`config.mk`:
```
export PLATFORM = sky130hd
export DESIGN_NAME = seg7_scan_n
export DESIGN_NICKNAME = d
export VERILOG_FILES = /design/src/rtl/seg7_scan_n.sv
export SDC_FILE = /design/constraint.sdc
export NUM_CORES = 1
export LEC_CHECK = 0
export ABC_AREA = 1
export ABC_CLOCK_PERIOD_IN_PS = 1800
export CAP_MARGIN = 25
export CORE_MARGIN = 2
export CORE_UTILIZATION = 32
export DETAILED_ROUTE_END_ITERATION = 16
export PLACE_DENSITY = 0.66
export RECOVER_POWER = 25
export REMOVE_ABC_BUFFERS = 1
export SLEW_MARGIN = 20
export SYNTH_ARGS = -nofsm -noshare
export SYNTH_HDL_FRONTEND = slang
export SYNTH_SLANG_ARGS = --single-unit
```
`constraint.sdc`:
```
create_clock -name clk_fast -period 1.8 [get_ports clk_fast]
set_input_delay 0.36 -clock clk_fast [delete_from_list [all_inputs] [get_ports clk_fast]]
set_output_delay 0.36 -clock clk_fast [all_outputs]
set_load 0.02 [all_outputs]
```
`src/rtl/seg7_scan_n.sv`:
```
// N-digit multiplexed 7-segment scanner: prescaler, ghost blanking, dp, blank mask.
// Define SEG7_LZ_SUPPRESS_EN to add leading-zero suppression.
module seg7_scan_n #(
  parameter int DIGITS       = 8,
  parameter int PRESCALE     = 100000,
  parameter int BLANK_CYCLES = 1,
  parameter int ACTIVE_LOW   = 1
) (
  input  logic                      clk_fast,
  input  logic                      rst,
  input  logic [4*DIGITS-1:0]       digits_val,
  input  logic [DIGITS-1:0]         dp_in,
  input  logic [DIGITS-1:0]         digit_en,
  output logic [6:0]                seg_pins,
  output logic                      dp,
  output logic [DIGITS-1:0]         anodes,
  output logic [$clog2(DIGITS)-1:0] scan_idx
);

  localparam int SW = $clog2(DIGITS);
  localparam int CW = $clog2(PRESCALE);
  localparam logic [CW-1:0] LAST = CW'(PRESCALE - 1);
  localparam logic [CW-1:0] BLNK = CW'(BLANK_CYCLES);
  localparam logic [SW-1:0] LAST_IDX = SW'(DIGITS - 1);
  localparam logic POL = (ACTIVE_LOW != 0);

  if (DIGITS < 2 || DIGITS > 16) begin : g_bad_digits
    $error("seg7_scan_n: DIGITS must be 2..16");
  end
  if (PRESCALE < 2) begin : g_bad_prescale
    $error("seg7_scan_n: PRESCALE must be >= 2");
  end
  if (BLANK_CYCLES < 0 || BLANK_CYCLES >= PRESCALE) begin : g_bad_blank
    $error("seg7_scan_n: BLANK_CYCLES must be 0..PRESCALE-1");
  end

  function automatic logic [6:0] hex7(input logic [3:0] v);
    unique case (v)
      4'h0: hex7 = 7'b0111111;
      4'h1: hex7 = 7'b0000110;
      4'h2: hex7 = 7'b1011011;
      4'h3: hex7 = 7'b1001111;
      4'h4: hex7 = 7'b1100110;
      4'h5: hex7 = 7'b1101101;
      4'h6: hex7 = 7'b1111101;
      4'h7: hex7 = 7'b0000111;
      4'h8: hex7 = 7'b1111111;
      4'h9: hex7 = 7'b1101111;
      4'hA: hex7 = 7'b1110111;
      4'hB: hex7 = 7'b1111100;
      4'hC: hex7 = 7'b0111001;
      4'hD: hex7 = 7'b1011110;
      4'hE: hex7 = 7'b1111001;
      4'hF: hex7 = 7'b1110001;
    endcase
  endfunction

  logic [CW-1:0]     cnt;
  logic [3:0]        nib;
  logic              lit;
  logic              supp;
  logic [DIGITS-1:0] an_n;
  logic [6:0]        seg_n;
  logic              dp_n;

  assign nib = digits_val[{scan_idx, 2'b00} +: 4];
  assign lit = digit_en[scan_idx] && (cnt >= BLNK);

`ifdef SEG7_LZ_SUPPRESS_EN
  logic [DIGITS-1:0] lz;
  logic              run;

  // lz[k] set when nibbles k..top are all zero; digit 0 never suppressed
  always_comb begin
    lz  = '0;
    run = 1'b1;
    for (int k = DIGITS - 1; k >= 1; k--) begin
      run   = run & (digits_val[4*k +: 4] == 4'h0);
      lz[k] = run;
    end
  end

  assign supp = lz[scan_idx];
`else
  assign supp = 1'b0;
`endif

  always_comb begin
    an_n  = '0;
    seg_n = '0;
    dp_n  = 1'b0;
    if (lit && !supp) begin
      an_n[scan_idx] = 1'b1;
      seg_n          = hex7(nib);
      dp_n           = dp_in[scan_idx];
    end
`ifdef SEG7_LZ_SUPPRESS_EN
    else if (lit && dp_in[scan_idx]) begin
      an_n[scan_idx] = 1'b1;
      dp_n           = 1'b1;
    end
`endif
  end

  always_ff @(posedge clk_fast) begin
    if (rst) begin
      cnt      <= '0;
      scan_idx <= '0;
      anodes   <= {DIGITS{POL}};
      seg_pins <= {7{POL}};
      dp       <= POL;
    end else begin
      if (cnt == LAST) begin
        cnt      <= '0;
        scan_idx <= (scan_idx == LAST_IDX) ? '0 : scan_idx + 1'b1;
      end else begin
        cnt <= cnt + 1'b1;
      end
      anodes   <= an_n ^ {DIGITS{POL}};
      seg_pins <= seg_n ^ {7{POL}};
      dp       <= dp_n ^ POL;
    end
  end

endmodule

```
Yosys cells after proc, flatten, opt, wreduce, memory -nomap -nowiden
Memories as Yosys holds them, arrays and structs flattened.
Cells that the tools add are included.
{"block": "totals", "register_bits": 36, "rom_bits": 112, "input_bits": 50, "n_memories": 1}
{"memory": "(name not given)", "words": 16, "width": 7, "rd": 1, "rd_ports_with_merged_regs": 0, "write_ports": 0, "line_no": "38", "text": "unique case (v)"}
{"block": "classes", "addsub": 2, "n_lt_le_gt_ge": 3, "eq_ne": 2, "n_shift": 1, "n_mux": 10, "n_bitwise": 3, "reduce_logical": 3}
{"operator": "indexed part select 32 x 6 -> 4 bit", "n": 1}
{"operator": "adder 17 x 1 -> 17 bit, second input constant", "n": 1}
{"operator": "equality test 17 bit, second input constant", "n": 1}
{"operator": ">= comparator 17 x 1 -> 1 bit, second input constant", "n": 1}
{"operator": "2-to-1 mux 8 bit", "n": 1}
{"operator": "inverter 8 bit", "n": 1}
{"operator": "2-to-1 mux 7 bit", "n": 1}
{"operator": "inverter 7 bit", "n": 1}
{"operator": "binary-select mux 1 bit (select 3 bit)", "n": 2}
{"operator": "less-than comparator 3 x 4 -> 1 bit, second input constant", "n": 1}
{"operator": "2-to-1 mux 1 bit", "n": 4}
{"operator": "adder 3 x 1 -> 3 bit, second input constant", "n": 1}
{"operator": "demux 1 bit (select 3 bit)", "n": 1}
{"operator": "equality test 3 bit, second input constant", "n": 1}
{"operator": ">= comparator 3 x 1 -> 1 bit, second input constant", "n": 1}
{"operator": "2-to-1 mux 3 bit", "n": 1}
{"operator": "logical AND 1 bit", "n": 2}
{"operator": "OR reduction 2 bit", "n": 1}
{"operator": "inverter 1 bit", "n": 1}

Logic depth before layout (Yosys ltp)
Gate-level depths: netlist of run 1.
{"block": "depth", "word_depth": 6, "ltp_mapped": 17, "depth_no_buf": 15}

Least setup slack after synthesis of run 1
No wires, ideal clock.
{"block": "synth_path", "path_kind": "reg2reg", "start": "reg scan_idx[0]", "end": "reg seg_pins[1]", "setup_ps": 112, "arrival_ps": 1913, "slack_ps": -225, "path_stages_with_launch": 15, "cell_sequence": "dfxtp_1 > buf_4 > clkbuf_1 > nor2_1 > nor2_1 > nor2_1 > nand2_1 > inv_1 > ha_1 > inv_1 > nor2_1 > nand2_1 > nand2_1 > inv_1 > nand2_1"}
{"block": "synth_via", "elab_chain_len": 5}
{"element": "start: declaration", "line_no": "17", "text": "output logic [$clog2(DIGITS)-1:0] scan_idx"}
{"element": "start signal: assignment", "line_no": "115", "text": "scan_idx <= (scan_idx == LAST_IDX) ? '0 : scan_idx + 1'b1;"}
{"element": "branches (longest 3 deep; another with memory read (16 x 7 bit))"}
{"element": "2-to-1 mux 7 bit (*)", "line_no": "92", "text": "if (lit && !supp) begin"}
{"element": "inverter 7 bit (no line) (*)"}
{"element": "end signal: assignment", "line_no": "110", "text": "seg_pins <= {7{POL}};"}
{"element": "end signal: assignment", "line_no": "120", "text": "seg_pins <= seg_n ^ {7{POL}};"}
{"element": "end: declaration", "line_no": "14", "text": "output logic [6:0] seg_pins,"}
Every way passes the cells marked *. The select of a mux whose other input is x is not followed.
A chain may end at the register's enable or synchronous reset.

Final worst setup path of run 1
{"block": "layout_path", "start": "reg scan_idx[2]", "end": "reg seg_pins[3]"}
Same word-level chain as after synthesis.

==> flow_metrics.py, run 1 <==
metrics = {
    "clock_tree": {
        "htree_levels": 2,
        "clkSinkCount": 36,
        "clkLatencyLatePin_ps": 290,
        "cts_buffers": 5,
        "cts_tree": "done",
        "clockBufferDepth": 2,
        "cts_hold_buffers": 0,
        "root_buffer": "clkbuf_8",
        "path_clk_slew_ps": 80,
    },
    "floorplan": {
        "die_area_mm2": 0.00773,
        "core_mm2": 0.00679,
        "ioPinCount": 69,
        "die_h_um": 87.9,
        "initial_core_util_pct": 33.2,
        "dieWidth_um": 87.9,
        "num_rows": 30,
    },
    "hold_path": {
        "hp-class": "flip-flop to flip-flop",
    },
    "worst_setup_path": {
        "path_buf_inv": 2,
        "crit_chain": "buf_4 > nor2_4 > nand3_1 > nand2_1 > nor2_2 > nand2_2 > buf_4 > ha_2 > nand2_1 > nand2_1 > nand2_1 > nand3_1",
        "crit_path_end_kind": "flip-flop",
        "crit_required_ps": 1980,
        "rrSetupSlack_ps": 100,
        "cp_top_family": "simple AND/OR/NAND/NOR gates",
        "critPathArrivalTime_ps": 1880,
        "cpMostUsedCell": "nand2_1",
        "cp_max_fo": 6,
        "start_kind": "flip-flop",
        "slowest_stage": "dfxtp_4",
        "slowest_delay_ps": 400,
        "critical_path_class": "flip-flop to flip-flop",
    },
    "flow_run": {
        "cap_viol_max_count": 0,
    },
    "yosys": {
        "yosysWarnings": 0,
        "ys_seq_area_share_pct": 32.0,
        "avgSynthCellArea_um2": 6.39,
        "syn_area_mm2": 0.00225,
        "synth_cell_types": 31,
        "postSynthCellCount": 353,
        "synth-seq-cells": 36,
    },
    "sta": {
        "slew_violations": 0,
        "skew_ps": 9.90,
        "timing.fmax_ghz": 0.587,
        "postLayoutSetupSlackWorst_ps": 97.8,
        "hold_violations": 0,
        "fin_crit_sh_pct": 94.6,
        "worstMarginPinSlew_ps": 511,
        "fin_crit_ps": 1700,
        "finalSetupViolCount": 0,
        "slew_headroom_pct": 65.8,
        "rsz0062_at_grt": "yes",
    },
    "detailed_routing": {
        "drc_errors": 0,
        "drt-initial-drc-count": 113,
        "vias_per_cell": 4.48,
        "dr.pass1.iters": 4,
        "ant_nets": 0,
        "vias": 2497,
        "drt-total-wl_um": 6400,
        "wl_per_cell_um": 11.5,
    },
    "layout": {
        "drive_gt1_share_pct": 18.2,
        "n_fill_cell": 687,
        "final_common_cell": "nand2_1",
        "syn2layout_area_growth_pct": 52.4,
        "final_cell_mix": "nand2_1 (101), nor2_1 (57), clkdlybuf4s50_1 (55)",
        "fin_nets": 520,
        "antennaDiodeCount": 0,
    },
    "grt": {
        "grt_pass1_vias": 2299,
        "grt_use_met1_pct": 22.5,
        "grt_pass1_wl_um": 10200,
        "grt_use_total_pct": 16.9,
        "use_met2_pct": 27.2,
        "grt_start_max_net_pins": 13,
        "gr-total-overflow": 0,
        "grt_use_met3_pct": 2.73,
        "top_usage_layer": "met2",
        "antenna_found_initial": 0,
    },
    "place": {
        "gp_congestion": 0.974,
        "dp_slack_ps": -222,
        "post-dp-hpwl_um": 5160,
        "io_buffers": 68,
    },
    "pwr": {
        "ir_worst_vdd_mv": 0.238,
        "p_leak_uw": 0.00149,
        "powerDensity_mw_per_mm2": 501,
        "total_power_uw": 1720,
    },
    "outcome": {
        "status": "completed",
    },
}
==> final timing paths <==
kind / startpoint / to / cells past startpoint
max: scan_idx[2] / seg_pins[3] / 12
min: cnt[14] / cnt[14] / 2
min reg2reg: cnt[14] / cnt[14] / 2
max reg2reg: scan_idx[2] / seg_pins[3] / 12
==> repair_timing <==
action                                  in CTS  in global routing
buffers inserted                             0                  3
hold endpoints to repair                     0                  0
resized for setup                            4                 28
endpoints found under the setup margin       6                  9
pin swaps                                    0                  4
==> metal layers <==
layer / share of wire, % / up-vias
met5: 0 / -
met2: 45 / 74
met4: 2.0 / 0
li1: - / 1329
met3: 5.5 / 12
met1: 47 / 1082
==> cells in the mapped netlist (all sizes together) <==
master,count,area share (%)
nand2,111,19
nor2,67,12
dfxtp,36,32
inv,36,6.1
nand3,34,8.4
o21ai,11,2.4
ha,10,5.5
nor3,9,2.0
a21oi,8,1.8
buf,6,2.1
nand4,5,1.4
nand3b,4,1.3
xor2,4,1.6
nor3b,2,0.67
nor4,2,0.55
or2,2,0.55
and2,1,0.28
clkbuf,1,0.17
clkinv,1,0.17
o21bai,1,0.33
o22ai,1,0.28
xnor2,1,0.39
==> through the flow <==
step	setup TNS (ps)	utilization [%]	hold slack (ps)	cell area, µm²	instances
finish	0	50.6	502	3440	557
detailed placement	-1170	48.2	482	3270	546
CTS	0	49.6	496	3370	554
global route	-32.3	50.6	532	3440	557
global placement	-1120	48.2	476	3270	546
floorplan	-5530	-	445	2200	346
==> logic make-up after synthesis <==
family | share of synthesized area [%]
simple gates | 47.2
xor+xnor | 1.94
compound gates | 4.83
flops | 32.0
fa+ha+maj | 5.55
buf+inv | 8.55
==> area by class of cell <==
class                      instances  area, µm²  share of cell area (%)
clock buffer                       8       90.1                    2.62
inverter                          37        144                    4.19
multi-input combinational        273       1380                    40.1
sequential                        36        732                    21.3
tap                               96        120                    3.50
timing repair buffer             107        971                    28.3
==> where the power goes <==
group	internal [µW]	switching, µW	total, µW
Clock	312	283	596
Sequential	810	7.28	817
Combinational	176	132	308
Total	1300	422	1720
==> state kept, by name, summed over array words and instances (netlist names) <==
name / count
seg_pins: 7
dp: 1
scan_idx: 3
anodes: 8
cnt: 17
==> worst reg2reg max path, delay by kind of cell (launching register included) <==
kind | cells | cell delay (ps)
flip-flops | 1 | 400
buffers and inverters | 2 | 280
AND/OR/NAND/NOR | 9 | 720
adder cells (fa/ha/maj) | 1 | 210
Note: power is estimated with default switching activity, not from simulation.
==> run 2, diff against run 1 <==
--- a/config.mk
+++ b/config.mk
@@ -5,13 +5,13 @@
 export SDC_FILE = /design/constraint.sdc
 export NUM_CORES = 1
 export LEC_CHECK = 0
-export ABC_AREA = 1
 export ABC_CLOCK_PERIOD_IN_PS = 1800
 export CAP_MARGIN = 25
+export CORE_ASPECT_RATIO = 0.75
 export CORE_MARGIN = 2
 export CORE_UTILIZATION = 32
 export DETAILED_ROUTE_END_ITERATION = 16
-export PLACE_DENSITY = 0.66
+export PLACE_DENSITY = 0.68
 export RECOVER_POWER = 25
 export REMOVE_ABC_BUFFERS = 1
 export SLEW_MARGIN = 20
==> flow_metrics.py, run 2 <==
metrics = {
    "outcome": {
        "status": "finished with violations",
        "violations": "negative setup slack",
    },
    "yosys": {
        "postSynthCellCount": 208,
        "syn_area_mm2": 0.00196,
        "synth-seq-cells": 36,
        "synth_async_sr_flop_share_pct": 0,
        "ys_seq_area_share_pct": 36.9,
        "yosys-top-cells-count": "dfxtp_1 (36), nor2_1 (26), nand3_1 (15)",
        "synth-edff-count": 0,
        "synth_most_common_cell": "dfxtp_1",
        "yosysTopAreaCellShare_pct": 36.9,
        "netlist_top_cells_area": "dfxtp_1 (37%), mux4_2 (9.2%), ha_1 (6.4%)",
        "synth-main-ff-cell": "dfxtp_1",
        "synth_cell_types": 43,
        "yosysWarnings": 0,
        "yosysTopAreaCell": "dfxtp_1",
        "avgSynthCellArea_um2": 9.40,
    },
    "grt": {
        "grt_use_total_pct": 17.4,
        "grt_pass1_wl_um": 9200,
        "gr-total-overflow": 0,
        "grt_pass1_vias": 1906,
        "antenna_found_initial": 0,
        "grt_start_max_net_pins": 16,
    },
    "layout": {
        "largest_registers": "cnt x17, anodes x8, seg_pins x7",
        "fin_nets": 384,
        "largest_reg_flops": 17,
        "finalNonFillerCells": 403,
        "final_common_cell": "clkdlybuf4s50_1",
        "final_core_util_pct": 58.1,
        "antennaDiodeCount": 0,
        "syn2layout_area_growth_pct": 74.1,
        "drive_gt1_share_pct": 34.8,
        "final_cell_mix": "clkdlybuf4s50_1 (59), buf_4 (41), dfxtp_1 (31)",
        "top_register": "cnt",
    },
    "detailed_routing": {
        "vias": 1957,
        "vias_per_cell": 4.86,
        "wl_per_cell_um": 15.1,
        "dr.pass1.iters": 4,
        "drt-total-wl_um": 6100,
        "drc_errors": 0,
        "drt-initial-drc-count": 53,
        "ant_nets": 0,
    },
    "place": {
        "post-dp-hpwl_um": 4150,
        "dp_slack_ps": -598,
        "dp.cells": 382,
        "io_buffers": 68,
        "gp_congestion": 0.819,
    },
    "floorplan": {
        "ioPinCount": 69,
        "die_area_mm2": 0.00676,
        "die_h_um": 71.7,
        "num_rows": 24,
        "initial_core_util_pct": 33.4,
        "core_mm2": 0.00586,
        "dieWidth_um": 94.3,
    },
    "worst_setup_path": {
        "cp_max_fo": 5,
        "crit_path_end_kind": "flip-flop",
        "cp_top_family": "multiplexers",
        "slowest_stage": "mux4_2",
        "crit_required_ps": 2000,
        "path_buf_inv": 3,
        "crit_chain": "clkdlybuf4s50_1 > mux4_2 > mux2_4 > inv_6 > ha_4 > inv_2 > nor2_4 > a21oi_2 > o221ai_2",
        "critical_path_class": "input pin to flip-flop",
        "rr_worst_depth": 8,
        "critPathArrivalTime_ps": 2240,
        "r2r-end": "seg_pins[5]",
        "slowest_delay_ps": 470,
        "rrSetupSlack_ps": -200,
        "r2r_start": "scan_idx[0]",
        "start_kind": "input pin",
    },
    "flow_run": {
        "cap_viol_max_count": 0,
    },
    "hold_path": {
        "min_to": "cnt[0]",
        "hp-class": "flip-flop to flip-flop",
        "hold_start": "cnt[0]",
        "holdPathStages": 2,
    },
    "clock_tree": {
        "htree_levels": 2,
        "cts_buffers": 5,
        "root_buffer": "clkbuf_8",
        "clkLatencyLatePin_ps": 280,
        "clockBufferDepth": 2,
        "cts_tree": "done",
        "path_clk_slew_ps": 70,
        "clkSinkCount": 36,
        "cts_hold_buffers": 0,
    },
    "sta": {
        "finalSetupViolCount": 8,
        "worstMarginPinSlew_ps": 333,
        "postLayoutSetupSlackWorst_ps": -234,
        "timing.fmax_ghz": 0.492,
        "rsz0062_at_grt": "yes",
        "slew_headroom_pct": 77.6,
        "slew_violations": 0,
        "fin_crit_sh_pct": 113,
        "skew_ps": 4.89,
        "fin_crit_ps": 2030,
        "hold_violations": 0,
    },
    "pwr": {
        "p_leak_uw": 0.00130,
        "powerDensity_mw_per_mm2": 523,
        "ir_worst_vdd_mv": 0.275,
    },
}
## run 2: cell count changes after synthesis, moves of 6 or more
cell	previous run	this run
o21ai_0	11	3
mux4_2	0	8
nor2_1	61	26
mux2i_1	0	8
nand3_1	30	15
nand2_1	106	13
xnor2_1	1	7
inv_1	33	8
## run 2: layout make-up
cell class | count | area (µm²)
Clock buffer | 8 | 90.1
Fill cell | 493 | 2450
Inverter | 8 | 40.0
Multi-Input combinational cell | 152 | 1330
Sequential cell | 36 | 729
Tap cell | 78 | 97.6
Timing Repair Buffer | 121 | 1120
## run 2: worst max-delay path by stage
stage | to | from | slack, ps | cells past startpoint
global placement | seg_pins[3] | digits_val[28] | -520 | 7
CTS | seg_pins[0] | scan_idx[0] | -160 | 7
global route | seg_pins[5] | scan_idx[0] | -270 | 8
floorplan | seg_pins[0] | scan_idx[0] | -810 | 5
finish | seg_pins[5] | digits_val[25] | -230 | 9
detailed placement | seg_pins[3] | digits_val[28] | -600 | 7
## run 2: logic make-up (layout without fill, tap and decap cells)
group | after synthesis | in the layout | share of synthesized area [%]
buffers and inverters | 20 | 137 | 4.48
AND/OR/NAND/NOR | 83 | 83 | 21.2
adder cells (fa/ha/maj) | 10 | 10 | 6.40
AO/OA/AOI/OAI | 24 | 24 | 8.57
multiplexers | 20 | 20 | 15.7
flip-flops | 36 | 36 | 36.9
XOR/XNOR | 15 | 15 | 6.72
## run 2: timing repair
| item | in CTS | in global routing |
|---|---|---|
| setup endpoints to repair | 21 | 18 |
| gates cloned | 0 | 2 |
| buffers inserted | 8 | 3 |
| resized for setup | 31 | 36 |
| pin swaps | 9 | 19 |
## run 2: routing by layer
metal,vias to the layer above,share of wire [%],routed length [µm],track usage (%)
li1,975,-,-,-
met1,905,46,2830,23.7
met2,72,47,2860,27.9
met3,5,5.9,360,3.47
met4,0,0.82,50,5.48
met5,-,0,0,0
## run 2: stage by stage
stage	power [µW]	cell area (µm²)	hold WS, ps	setup TNS, ps
5_1_grt	1860	3400	576	-2230
3_3_place_gp	1140	2990	536	-5640
6_report	1780	3400	552	-1320
3_5_place_dp	1150	2990	548	-6120
2_1_floorplan	953	1900	422	-9940
4_1_cts	1760	3240	558	-843
## run 2: report_power, final
group          switching [µW]  internal [µW]  total (µW)
Sequential               7.27            814         822
Combinational             153            226         378
Clock                     270            312         582
## run 2: worst reg2reg max path: cells and delay by family, from the launching register on
family | cells | cell delay [ps]
flip-flops | 1 | 420
multiplexers | 2 | 850
adder cells (fa/ha/maj) | 1 | 150
buffers and inverters | 2 | 130
AO/OA/AOI/OAI | 2 | 250
AND/OR/NAND/NOR | 1 | 130
